[src/rtl/vedic_seq_pkg.sv]
// Shared definitions for the sequenced 16x16 multiplier: state encoding,
// partial-product step numbering, shift table and datapath widths.
package vedic_seq_pkg;

    localparam int OP_W   = 16;
    localparam int CORE_W = 8;
    localparam int PROD_W = 32;

    typedef enum logic [1:0] {
        ST_IDLE = 2'd0,
        ST_BUSY = 2'd1,
        ST_DONE = 2'd2
    } state_t;

    // Step order: bit 0 selects the high byte of a, bit 1 the high byte of b.
    localparam logic [1:0] STEP_LL = 2'd0;
    localparam logic [1:0] STEP_HL = 2'd1;
    localparam logic [1:0] STEP_LH = 2'd2;
    localparam logic [1:0] STEP_HH = 2'd3;

    // Left shift applied to the partial product of a given step.
    function automatic logic [4:0] shift_for(input logic [1:0] step);
        logic [4:0] sh;
        case (step)
            STEP_LL: sh = 5'd0;
            STEP_HL: sh = 5'd8;
            STEP_LH: sh = 5'd8;
            default: sh = 5'd16;
        endcase
        return sh;
    endfunction

endpackage

[src/rtl/vedic_8x8.sv]
// Combinational 8x8 unsigned multiplier built Vedic-style from four 4x4
// crosswise products. carry_out is bit 16 of the final sum and is always 0
// for unsigned 8-bit operands; it is kept for interface compatibility.
module vedic_8x8 (
    input  logic [7:0]  a,
    input  logic [7:0]  b,
    output logic [15:0] prod,
    output logic        carry_out
);

    logic [7:0]  w_p_ll;
    logic [7:0]  w_p_hl;
    logic [7:0]  w_p_lh;
    logic [7:0]  w_p_hh;
    logic [8:0]  w_mid;
    logic [16:0] w_sum;

    // Vertical and crosswise partial products, then combine the cross terms.
    always_comb begin
        w_p_ll = {4'd0, a[3:0]} * {4'd0, b[3:0]};
        w_p_hl = {4'd0, a[7:4]} * {4'd0, b[3:0]};
        w_p_lh = {4'd0, a[3:0]} * {4'd0, b[7:4]};
        w_p_hh = {4'd0, a[7:4]} * {4'd0, b[7:4]};
        w_mid  = {1'b0, w_p_hl} + {1'b0, w_p_lh};
        w_sum  = {1'b0, w_p_hh, w_p_ll} + {4'd0, w_mid, 4'd0};
        prod      = w_sum[15:0];
        carry_out = w_sum[16];
    end

endmodule

[src/rtl/vedic_seq_mul16.sv]
// Sequenced 16x16 unsigned multiplier: one vedic_8x8 core is stepped through
// the four byte-wise partial products, shift-accumulated into a 32-bit result
// that is held on a valid/ready output until consumed.
module vedic_seq_mul16
    import vedic_seq_pkg::*;
#(
    parameter bit ACCEPT_WHILE_DONE = 1'b1
) (
    input  logic        clk,
    input  logic        rst,
    input  logic        in_valid,
    output logic        in_ready,
    input  logic [15:0] in_a,
    input  logic [15:0] in_b,
    output logic        out_valid,
    input  logic        out_ready,
    output logic [31:0] out_prod,
    output logic        busy
);

    state_t              r_state;
    logic [1:0]          r_step;
    logic [OP_W-1:0]     r_a;
    logic [OP_W-1:0]     r_b;
    logic [PROD_W-1:0]   r_acc;
    logic                r_out_valid;
    logic                r_busy;

    logic [CORE_W-1:0]   w_core_a;
    logic [CORE_W-1:0]   w_core_b;
    logic [2*CORE_W-1:0] w_core_prod;
    logic                w_unused_carry;
    logic [PROD_W-1:0]   w_pp;
    logic                w_accept;

    // Byte selection for the shared core and the shifted partial product.
    always_comb begin
        w_core_a = r_step[0] ? r_a[OP_W-1:CORE_W] : r_a[CORE_W-1:0];
        w_core_b = r_step[1] ? r_b[OP_W-1:CORE_W] : r_b[CORE_W-1:0];
        w_pp     = {{(PROD_W-2*CORE_W){1'b0}}, w_core_prod} << shift_for(r_step);
    end

    vedic_8x8 u_core (
        .a         (w_core_a),
        .b         (w_core_b),
        .prod      (w_core_prod),
        .carry_out (w_unused_carry)
    );

    // Ready depends only on state and out_ready; held low while in reset.
    always_comb begin
        in_ready = !rst &&
                   ((r_state == ST_IDLE) ||
                    ((r_state == ST_DONE) && ACCEPT_WHILE_DONE && out_ready));
        w_accept = in_valid && in_ready;
    end

    // Control FSM, step counter, operand latch and accumulator.
    always_ff @(posedge clk) begin
        if (rst) begin
            r_state     <= ST_IDLE;
            r_step      <= STEP_LL;
            r_a         <= '0;
            r_b         <= '0;
            r_acc       <= '0;
            r_out_valid <= 1'b0;
            r_busy      <= 1'b0;
        end else begin
            case (r_state)
                ST_IDLE: begin
                    if (w_accept) begin
                        r_a     <= in_a;
                        r_b     <= in_b;
                        r_acc   <= '0;
                        r_step  <= STEP_LL;
                        r_busy  <= 1'b1;
                        r_state <= ST_BUSY;
                    end
                end
                ST_BUSY: begin
                    r_acc  <= r_acc + w_pp;
                    r_step <= r_step + 2'd1;
                    if (r_step == STEP_HH) begin
                        r_busy      <= 1'b0;
                        r_out_valid <= 1'b1;
                        r_state     <= ST_DONE;
                    end
                end
                ST_DONE: begin
                    if (out_ready) begin
                        r_out_valid <= 1'b0;
                        if (w_accept) begin
                            r_a     <= in_a;
                            r_b     <= in_b;
                            r_acc   <= '0;
                            r_step  <= STEP_LL;
                            r_busy  <= 1'b1;
                            r_state <= ST_BUSY;
                        end else begin
                            r_state <= ST_IDLE;
                        end
                    end
                end
                default: begin
                    r_state     <= ST_IDLE;
                    r_step      <= STEP_LL;
                    r_out_valid <= 1'b0;
                    r_busy      <= 1'b0;
                end
            endcase
        end
    end

    assign out_valid = r_out_valid;
    assign out_prod  = r_acc;
    assign busy      = r_busy;

endmodule

[config.mk]
export PLATFORM = sky130hd
export DESIGN_NAME = vedic_seq_mul16
export DESIGN_NICKNAME = d
export VERILOG_FILES = /design/src/rtl/vedic_seq_pkg.sv /design/src/rtl/vedic_8x8.sv /design/src/rtl/vedic_seq_mul16.sv
export SDC_FILE = /design/constraint.sdc
export NUM_CORES = 1
export LEC_CHECK = 0
export BUFFER_PORTS_ARGS = -buffer_cell sky130_fd_sc_hd__buf_2
export CAP_MARGIN = 20
export CORE_AREA = 2 2 117 204
export CTS_BUF_LIST = sky130_fd_sc_hd__clkbuf_2
export DETAILED_ROUTE_END_ITERATION = 16
export DIE_AREA = 0 0 119 206
export GPL_ROUTABILITY_DRIVEN = 0
export PLACE_DENSITY = 0.45
export SYNTH_ARGS = -nofsm -noshare
export SYNTH_HDL_FRONTEND = slang
export SYNTH_SLANG_ARGS = --single-unit
[constraint.sdc]
create_clock -name clk -period 8.07 [get_ports clk]
set_input_delay 1.2105 -clock clk [delete_from_list [all_inputs] [get_ports clk]]
set_output_delay 1.2105 -clock clk [all_outputs]
set_load 0.01 [all_outputs]
==> results.txt <==
syn_area_per_cell: 8.05 um^2
DR WL/cell: 16.6 um
Total GRT Usage: 17.4%
First-pass DRT Iterations: 5
worst slack at placement: -0.0257 ns
die extent in y: 206 um
Crit-path slowest cell: fa_1
Nets: 1075
share of post-route cells with drive strength above 1: 20.2%
Buf+Inv Stages, Crit Path: 6
Hold Vio Cnt, Final: 0
Achievable Freq: 130 MHz
Root Driver: clkbuf_2
first-pass GRT wire length: 32800 um
post-DP HPWL: 16200 um
Syn-to-layout area delta: 17.0%
Multi-input gate area: 0.00515 mm^2
port buffer count: 70
Ys Warns: 0
clk_skew: 0.0598 ns
Clk Latency, worst-skew pair: 0.64 ns
Initial DRC Count: 195
status: finished, final reports clean
Leak: 3.91 nW
asr flop ratio synth: 0%
Area contributors post-synth: dfxtp_1 21%, ha_1 16%, fa_1 8.3%
synthesized cell area: 0.00675 mm^2
drt via density: 4.91
Yosys cell types: 57
Synth top area share: 20.8%
worst setup path category: reg2reg
post-route design area: 0.00790 mm^2
Tcrit/Tclk final: 95.2%
vias post-DR: 6059
final wirelength: 20400 um
WP depth: 33
cts bufs inserted: 9
I/O pins: 71
Net Count, Synth: 988
CP most frequent cell: fa_1
PD cells: 105 mW/mm^2
CP Capture Type: flip-flop
sequential-to-total area share from yosys stat: 20.8%
Hold Path Depth: 2
vias in the first global route: 6337
clk slew on worst S/H paths: 0.23 ns
Site Rows: 74
Final Power: 0.000828 W
total die area: 0.0245 mm^2
antenna-violating nets left: 0
most common cell after layout, fill and taps aside: nand2_1
initial core utilization: 29.3%
Slew @ Worst Pin: 1.07 ns
initial antenna violation count: 1
register area: 0.00141 mm^2
max incr delay on CP: 0.55 ns
Max VDD drop: 0.0513 mV
filler instances: 2513
final worst-path setup slack: 0.386 ns
Critical Path Start Type: flip-flop
Primary FF master, synth: dfxtp_1
area of the core: 0.0231 mm^2
largest net degree at the start of global routing: 62
critical path fanouts, max: 6
Setup TNS Final: 0 ns
most frequent cells in the layout: 107 x nand2_1, 82 x ha_1, 78 x nor2_1
delay-heaviest family, CP: adder cells
Slew Viols, Final: 0
Yosys reg bits: 70
width of the die: 119 um
post-synthesis cell count: 838
Congestion Overflow GR: 0
worst reg-to-reg path cell count: 33
final critical-path required period: 7.68 ns
Bufs on Longest Clock Path: 2
worst min path class: reg2reg
Worst Path Required: 8.60 ns
number of flops mapped to enable cells by yosys: 0
CTS H-Tree Depth: 3
CTS tree: built
endpoints failing setup: 0
slew margin rel.: 28.5%
Post-Place Cell Area: 0.00757 mm^2
Max Cap Violations: 0
Residual DRC: 0
post-synth top area cell: dfxtp_1
crit path DAT: 8.21 ns
clk sink count: 70
==> cell usage after synthesis (all sizes together), types with 19 or more instances <==
library cell / n
nor2: 80
nand2: 108
or2: 21
mux2i: 19
inv: 65
nand3: 24
a21o: 23
nand3b: 33
dfxtp: 70
o21ai: 20
a21oi: 70
ha: 86
xnor2: 37
clkbuf: 25
fa: 28
==> logic make-up after synthesis <==
| family | after synthesis | synth area share, % |
|---|---|---|
| AND/OR/NAND/NOR | 317 | 22.6 |
| buffers and inverters | 94 | 5.41 |
| AO/OA/AOI/OAI | 175 | 17.3 |
| flip-flops | 70 | 20.8 |
| XOR/XNOR | 48 | 6.62 |
| multiplexers | 20 | 2.99 |
| adder cells (fa/ha/maj) | 114 | 24.3 |
==> registers in the layout (all words and copies together) (netlist names) <==
register / cells
out_prod: 32
r_a: 16
r_b: 16
r_state: 2
r_step: 2
busy: 1
out_valid: 1
==> report_power, final <==
part / internal [W] / total (W) / switching (W)
clock: 0.0000404 / 0.000193 / 0.000153
combinational: 0.000104 / 0.000260 / 0.000156
sequential: 0.000362 / 0.000375 / 0.0000127
==> layout make-up <==
cell class / count / share of cell area (%)
Multi-Input combinational cell: 674 / 65.2
Sequential cell: 70 / 17.8
Timing Repair Buffer: 104 / 7.83
Tap cell: 304 / 4.82
Inverter: 66 / 3.14
Clock buffer: 10 / 0.634
Clock inverter: 5 / 0.460
Antenna cell: 1 / 0.0317
==> per-layer routing <==
layer	vias to the layer above	wire length [um]	GRT usage, %
met1	2849	7350	16.3
met5	-	0	0
met4	0	860	8.42
li1	3042	-	-
met3	44	407	2.65
met2	124	11800	35.6
==> path summary, 6_finish.rpt <==
| check | startpoint | end | slack [ns] |
|---|---|---|---|
| hold reg to reg | out_valid | out_valid | 0.48 |
| hold / removal | out_valid | out_valid | 0.48 |
| setup reg to reg | r_step[0] | out_prod[27] | 0.39 |
| setup / recovery | r_step[0] | out_prod[27] | 0.39 |
==> through the flow <==
stage | utilization [%] | hold slack, ns | std cells
2_1_floorplan | - | 0.449 | 838
3_3_place_gp | 32.8 | 0.457 | 1210
3_5_place_dp | 32.8 | 0.458 | 1210
4_1_cts | 33.2 | 0.484 | 1225
5_1_grt | 34.2 | 0.513 | 1234
6_report | 34.2 | 0.485 | 1234
==> worst min-delay path, delay by kind of cell, from the launching register on <==
family / cells / cell delay (ns)
compound gates: 1 / 0.05
flops: 1 / 0.37
simple gates: 1 / 0.06
==> timing repair <==
action / CTS / global route
setup buffers: 0 / 8
hold buffers: 0 / 0
setup endpoints to repair: 4 / 16
gates resized for setup: 2 / 36
pin swaps: 0 / 18
No activity file was read; power rests on OpenSTA's default activity.
